## src/rtl/mem_resp_pkg.sv

```systemverilog
// mem_resp_pkg: shared types and widths for the memory responder
package mem_resp_pkg;
    localparam int DW = 8;
    localparam int CW = 4;
    typedef enum logic [1:0] {IDLE, WAIT, DONE} state_t;
endpackage

```

## src/rtl/mem_array.sv

```systemverilog
// mem_array: byte storage with synchronous write and registered read, no reset
module mem_array import mem_resp_pkg::*; #(
    parameter int AW = 8
) (
    input  logic          clk,
    input  logic          we,
    input  logic          re,
    input  logic [AW-1:0] a,
    input  logic [DW-1:0] wd,
    output logic [DW-1:0] q
);
    logic [DW-1:0] m [2**AW];
    always_ff @(posedge clk) begin
        if (we) m[a] <= wd;
        if (re) q <= m[a];
    end
endmodule

```

## src/rtl/mem_responder.sv

```systemverilog
// mem_responder: wait-state memory responder; MEM_RESP_WP_EN blocks writes below WP_TOP
module mem_responder import mem_resp_pkg::*; #(
    parameter int            AW     = 8,
    parameter int            WAIT   = 2,
    parameter logic [AW-1:0] WP_TOP = AW'(8'h40)
) (
    input  logic          clk,
    input  logic          reset,
    input  logic          memread,
    input  logic          memwrite,
    input  logic [AW-1:0] adr,
    input  logic [DW-1:0] wd,
    output logic [DW-1:0] rd,
    output logic          ready,
    output logic          err
);
`ifdef MEM_RESP_WP_EN
    localparam bit WP_EN = 1'b1;
`else
    localparam bit WP_EN = 1'b0;
`endif
    state_t        state;
    logic [CW-1:0] cnt;
    logic [AW-1:0] alat, a_n;
    logic [DW-1:0] dlat, d_n, q;
    logic          op_r, op_w, rd_ok;
    logic          idle, go, fin, r_n, w_n, wp, we, re;
    // with WAIT=0 the accepting edge is also the DONE-entry edge, so the live request is used
    always_comb begin
        idle = state == IDLE;
        go   = idle && (memread || memwrite);
        r_n  = idle ? memread : op_r;
        w_n  = idle ? memwrite : op_w;
        a_n  = idle ? adr : alat;
        d_n  = idle ? wd : dlat;
        fin  = (go && WAIT == 0) || (state == mem_resp_pkg::WAIT && cnt == CW'(1));
        wp   = WP_EN && (a_n < WP_TOP);
        we   = reset && fin && w_n && !r_n && !wp;
        re   = reset && fin && r_n && !w_n;
    end
    always_ff @(posedge clk or negedge reset) begin
        if (!reset) begin
            state <= IDLE;
            cnt   <= '0;
            alat  <= '0;
            dlat  <= '0;
            op_r  <= 1'b0;
            op_w  <= 1'b0;
            ready <= 1'b0;
            err   <= 1'b0;
            rd_ok <= 1'b0;
        end else begin
            ready <= fin;
            err   <= fin && w_n && (r_n || wp);
            if (re) rd_ok <= 1'b1;
            if (go) begin
                alat <= adr;
                dlat <= wd;
                op_r <= memread;
                op_w <= memwrite;
                cnt  <= CW'(WAIT);
            end else if (state == mem_resp_pkg::WAIT) begin
                cnt <= cnt - CW'(1);
            end
            state <= fin ? DONE : go ? mem_resp_pkg::WAIT : state == DONE ? IDLE : state;
        end
    end
    // storage keeps its last read byte across reset; rd_ok masks it to zero until a fresh read
    assign rd = rd_ok ? q : '0;
    mem_array #(.AW(AW)) u_mem (
        .clk(clk),
        .we (we),
        .re (re),
        .a  (a_n),
        .wd (d_n),
        .q  (q)
    );
endmodule
```

## config.mk

```make
export PLATFORM = sky130hd
export DESIGN_NAME = mem_responder
export DESIGN_NICKNAME = d
export VERILOG_FILES = /design/src/rtl/mem_resp_pkg.sv /design/src/rtl/mem_array.sv /design/src/rtl/mem_responder.sv
export SDC_FILE = /design/constraint.sdc
export NUM_CORES = 2
export LEC_CHECK = 0
export CAP_MARGIN = 20
export CORE_UTILIZATION = 57
export DETAILED_ROUTE_END_ITERATION = 16
export PLACE_DENSITY = 0.76
export SYNTH_ARGS = -nofsm -noshare
export SYNTH_HDL_FRONTEND = slang
export SYNTH_HIERARCHICAL = 1
export SYNTH_SLANG_ARGS = --single-unit
```

## constraint.sdc

```tcl
create_clock -name clk -period 3.4 [get_ports clk]
set_input_delay 0.51 -clock clk [delete_from_list [all_inputs] [get_ports clk]]
set_output_delay 0.51 -clock clk [all_outputs]
set_load 0.05 [all_outputs]
```

* After elaboration in Yosys (flattened, before gate mapping)
Memory sizes are Yosys's and may differ from the RTL's. A register that Yosys moved wholly into a read port is not among the register bits. Cells that the tools add are included.
Cells by class: mux-type cells 12, $add $sub $neg 1, reductions and logical operators 15, equality and inequality tests 3
Operators by type and width (number):
- 8-bit two-way mux | 3
- 1-bit logical AND | 9
- 4-bit two-way mux | 2
- 2-bit two-way mux | 3
- 4-bit by 1-bit equality test with 1-bit output, second input constant | 1
- 1-bit two-way mux | 4
- 4-bit by 1-bit subtractor with 4-bit output, second input constant | 1
- 3-bit nonzero test | 1
- 2-bit by 1-bit equality test with 1-bit output, second input constant | 1
- 2-bit equality test, second input constant | 1
- 1-bit logical NOT | 2
- 2-bit logical NOT | 1
- 2-bit nonzero test | 1
- 1-bit logical OR | 1
Word-level totals: bits of input ports 20, memory bits (writable) 2048, logic and storage cells 41, memories 1, bits in registers 27
Memories:
- u_mem.m | depth 256, width 8, read ports 1, clocked after memory_dff 1, write ports 1, line mem_array.sv:12 | logic [DW-1:0] m [2**AW];

* Logic depth before layout (Yosys ltp)
word-level depth 7, mapped depth 14, depth with buffers taken out 9

* Modules after synthesis
Netlist, hierarchy kept.
Modules (own cells, without submodules):
- mem_array | seq. area each 61739.2 um2, area an instance 78572.9 um2, cells each 3547, times used 1
- mem_responder | seq. area each 675.6 um2, area an instance 1361.3 um2, cells each 111, times used 1

* Least setup slack after synthesis
OpenSTA, ideal clock, no wires.
path kind register -> register, start point register state[1], end point memory u_mem.m[112][0], enable pin, library setup time 0.370 ns, slack 0.064 ns, arrival 2.966 ns, stages on the path, launching flop included 12, required time 3.030 ns, cells stage by stage dfrtp_1 -> buf_6 -> nor2_1 -> buf_2 -> mux2_2 -> buf_2 -> nor2_1 -> clkbuf_1 -> clkbuf_1 -> nand3_1 -> clkbuf_1 -> nor2_1
RTL lines:
- start: declaration | line mem_responder.sv:22 | state_t state;
- start signal: assignment | line mem_responder.sv:65 | state <= fin ? DONE : go ? mem_resp_pkg::WAIT : state == DONE ? IDLE : state;
- 2-bit logical NOT | line mem_responder.sv:30 | idle = state == IDLE;
- 8-bit two-way mux | line mem_responder.sv:34 | a_n = idle ? adr : alat;
- named net a_n[2] | line mem_responder.sv:24 | logic [AW-1:0] alat, a_n;
- end: declaration | line mem_array.sv:12
The timed path passes the listed nets, and every way through them passes these cells.

* Worst setup path after layout
start point register state[1], end point register u_mem.q[5] (read register of u_mem.m), data pin
RTL lines:
- 2-bit logical NOT | line mem_responder.sv:30
- 8-bit two-way mux | line mem_responder.sv:34
- named net a_n[0] | line mem_responder.sv:24
- end: declaration | line mem_array.sv:10 | output logic [DW-1:0] q
The timed path passes the listed nets, and every way through them passes these cells. A chain may end at the register's enable or synchronous reset.

==> impl_metrics.tcl <==
set metrics [dict create \
    status "finished with violations" \
    violations "negative setup slack" \
    die-area_um2 142000 \
    grt_pass1_wl_um 295000 \
    ant_nets 0 \
    htreeDepth 4 \
    cp_cell_sequence "nor2_4, mux2_8, buf_12, buf_16, buf_12, mux4_2, a22oi_2, a21oi_2, o41ai_4, buf_4, nand4_1" \
    rr_worst_depth 11 \
    fin_crit_ns 3.57 \
    syn_area_um2 79900 \
    vias 42300 \
    wl_per_cell_um 32.4 \
    fill_cells 7956 \
    crit_type "register to register" \
    r2r_start "state[1]" \
    path_max_fanout 8 \
    die_h_um 376 \
    synthesis.instances 3658 \
    endpoint "u_mem/q[5]" \
    cts_buffer_depth 3 \
    grt-ovfl-total 0 \
    cts.clk_slew.worst_paths_ns 0.06 \
    crit_top_cell "buf_12" \
    dpl_worst_slack_ns -1.02 \
    syn_to_final_growth_pct 19.4 \
    fin_crit_sh_pct 105 \
    synth_edf_count 2056 \
    grt_max_degree 153 \
    fin_skew_ns 0.0604 \
    io_pins 30 \
    power.density_nw_per_um2 934 \
    worstReg2RegEnd "u_mem/q[5]" \
    endpoint_kind "register" \
    report.final.slew_viol_count 0 \
    tightest_slew_ns 1.15 \
    cp.required_ns 3.94 \
    firstDrtPassIters 5 \
    cpPeakStageDelay_ns 0.50 \
    ys_seq_elements 2083 \
    yosysSeqAreaShare_pct 78.1 \
    hp-class "primary input to asynchronous set/reset pin" \
    grt_usage_pct 29.2 \
    synth_top_flop_cell "edfxtp_1" \
    fin_area_um2 95400 \
    max_slew_margin_pct 23.1 \
    grt_pass1_vias 43000 \
    placed_area_um2 87300 \
    clock_sinks 2083 \
    fin_nets 4329 \
    cp_num_buf_inv 4 \
    startpoint_type "register" \
    clk_latency_ns 0.84 \
    ys_types 38 \
    antenna_found_initial 2 \
    ir_drop_v 0.00150 \
    avgSynthCellArea_um2 21.9 \
    power.leakage_nw 30.6 \
    rows 137 \
    port_buffers 29 \
    viasPerCell 6.66 \
    r2r_setup_slack_ns -0.17 \
    drc 0 \
    synth_async_sr_flop_share_pct 1.30 \
    final_util_pct 68.5 \
    cp.depth 11 \
    dieWidth_um 376 \
    power.total_mw 89.1 \
    hold_slack_ns 0.278 \
    fmaxAchievable_ghz 0.280 \
    setup_violations 8 \
    core_um2 139000 \
    fin_ws_ns -0.170 \
    multi_input_area_um2 17600 \
    cts-root-buf "clkbuf_16" \
    worstPathArrival_ns 4.11 \
    final_hold_viol_count 0 \
    critPathSlowestCell "mux2_8" \
    synth_warnings 6 \
    crit_path_start "state[1]" \
    cap_violations 0 \
    drive_gt1_share_pct 37.2 \
    rsz0062_at_grt "yes" \
    crit_family "multiplexers" \
    routabilityCongestion 0.885 \
    tritoncts "yes" \
    routed_wirelength_um 206000 \
    start_util_pct 57.4 \
    drt_iter0_drc 5963 \
    cts_made_buffers 196 \
    synth_fp_nets 3680 \
    seqCellArea_um2 62400 \
    post-dp-hpwl_um 121000 \
]
cells in the final DEF, fill, tap and decap left out, types with 4 or more instances in the layout:
cell             count
mux2_2              21
edfxtp_1          2056
clkdlybuf4s50_1     28
a21oi_4              7
clkinvlp_4           8
and2_1              10
a21oi_1             76
mux2_8              10
inv_6                4
buf_4              535
a21oi_2             46
nand4_1              8
nand3_1             13
clkbuf_8             4
clkinv_2            38
bufinv_16           20
a22oi_1            171
clkbuf_16          202
o41ai_2             15
nor2b_1              4
dfrtp_1             27
nor3_1              30
buf_12              92
clkinv_1            40
buf_6               19
clkinv_16            4
nand2_1             30
nand2b_1             9
o41ai_4              9
inv_1                5
o41ai_1              8
buf_16               6
clkbuf_1            37
a22oi_2             85
nor2_1             235
mux4_2             512
synthesized netlist by cell type (2+ instances only):
library cell,instances,area [um^2]
mux4_2,512,11500
a22oi_1,256,1920
nand4_1,8,50.1
buf_1,19,71.3
or2_2,2,12.5
nand2b_1,9,56.3
inv_1,5,18.8
nor2b_1,7,43.8
nor4_1,3,18.8
nand2_1,32,120
nand3_1,14,70.1
a22o_1,2,17.5
ha_1,2,25.0
o41ai_1,32,280
edfxtp_1,2056,61700
buf_2,40,200
mux2_2,32,360
dfrtp_1,27,676
nor2_1,237,890
buf_4,16,120
nor3_1,31,155
and2_1,12,75.1
a21oi_1,129,646
clkbuf_1,145,544
buf_6,17,191
through the flow:
step / cells / TNS (ns)
finish: 6349 / -1.00
global route: 6346 / -1.18
floorplan: 3658 / 0
CTS: 6331 / -0.380
detailed placement: 5946 / -60.16
global placement: 5943 / -29.56
cell type report:
class | instances | share of cell area (%)
Multi-Input combinational cell | 1335 | 18.4
Clock inverter | 120 | 1.30
Clock buffer | 241 | 5.45
Inverter | 5 | 0.0197
Sequential cell | 2083 | 65.4
Tap cell | 1876 | 2.46
Timing Repair Buffer | 686 | 6.93
Antenna cell | 3 | 0.00787
power breakdown:
part / switching [mW] / internal [mW] / leakage, nW
clock: 9.52 / 12.4 / 3.14
combinational: 20.2 / 13.7 / 8.65
sequential: 0.142 / 33.2 / 18.8
total: 29.8 / 59.3 / 30.6
registers in the layout (all words and copies together), names as in the netlist, 2 cells and up:
| name | cells |
|---|---|
| cnt | 4 |
| u_mem/q | 8 |
| state | 2 |
| u_mem/m | 2048 |
| alat | 8 |
| dlat | 8 |
worst min-delay path by stage:
| stage | slack (ns) | to | start |
|---|---|---|---|
| 2_1_floorplan | 0.21 | alat[0] | reset |
| 3_3_place_gp | 0.47 | cnt[3] | cnt[3] |
| 3_5_place_dp | 0.47 | cnt[3] | cnt[3] |
| 4_1_cts | 0.27 | dlat[6] | reset |
| 5_1_grt | 0.31 | alat[7] | adr[7] |
| 6_report | 0.28 | dlat[3] | reset |
per-layer routing:
metal / vias up / share of wire [%] / GRT usage (%)
li1: 16800 / - / -
met4: 0 / 4.9 / 13.5
met1: 22000 / 35 / 38.8
met2: 3018 / 49 / 46.2
met5: - / 0 / 0
met3: 537 / 11 / 7.05
timing repair:
action | 4_1_cts | 5_1_grt
hold endpoints to repair | 27 | 0
gates resized for setup | 155 | 71
pin swaps | 49 | 33
buffers inserted | 22 | 14
setup endpoints to repair | 173 | 236
cloned | 6 | 2
hold buffers | 1 | 0
cells by family after synthesis:
| logic type | count (synthesis) | share of synthesized area (%) |
|---|---|---|
| AND/OR/NAND/NOR | 360 | 1.91 |
| flip-flops | 2083 | 78.1 |
| XOR/XNOR | 1 | 0.0110 |
| AO/OA/AOI/OAI | 425 | 3.64 |
| multiplexers | 545 | 14.9 |
| buffers and inverters | 242 | 1.43 |
| adder cells (fa/ha/maj) | 2 | 0.0313 |
worst min-delay path: stages:
cell	delay, ns
dlygate4sd3_1	0.52
buf_2	0.12
buf_4	0.40
Power figures use the tool's default switching activity.
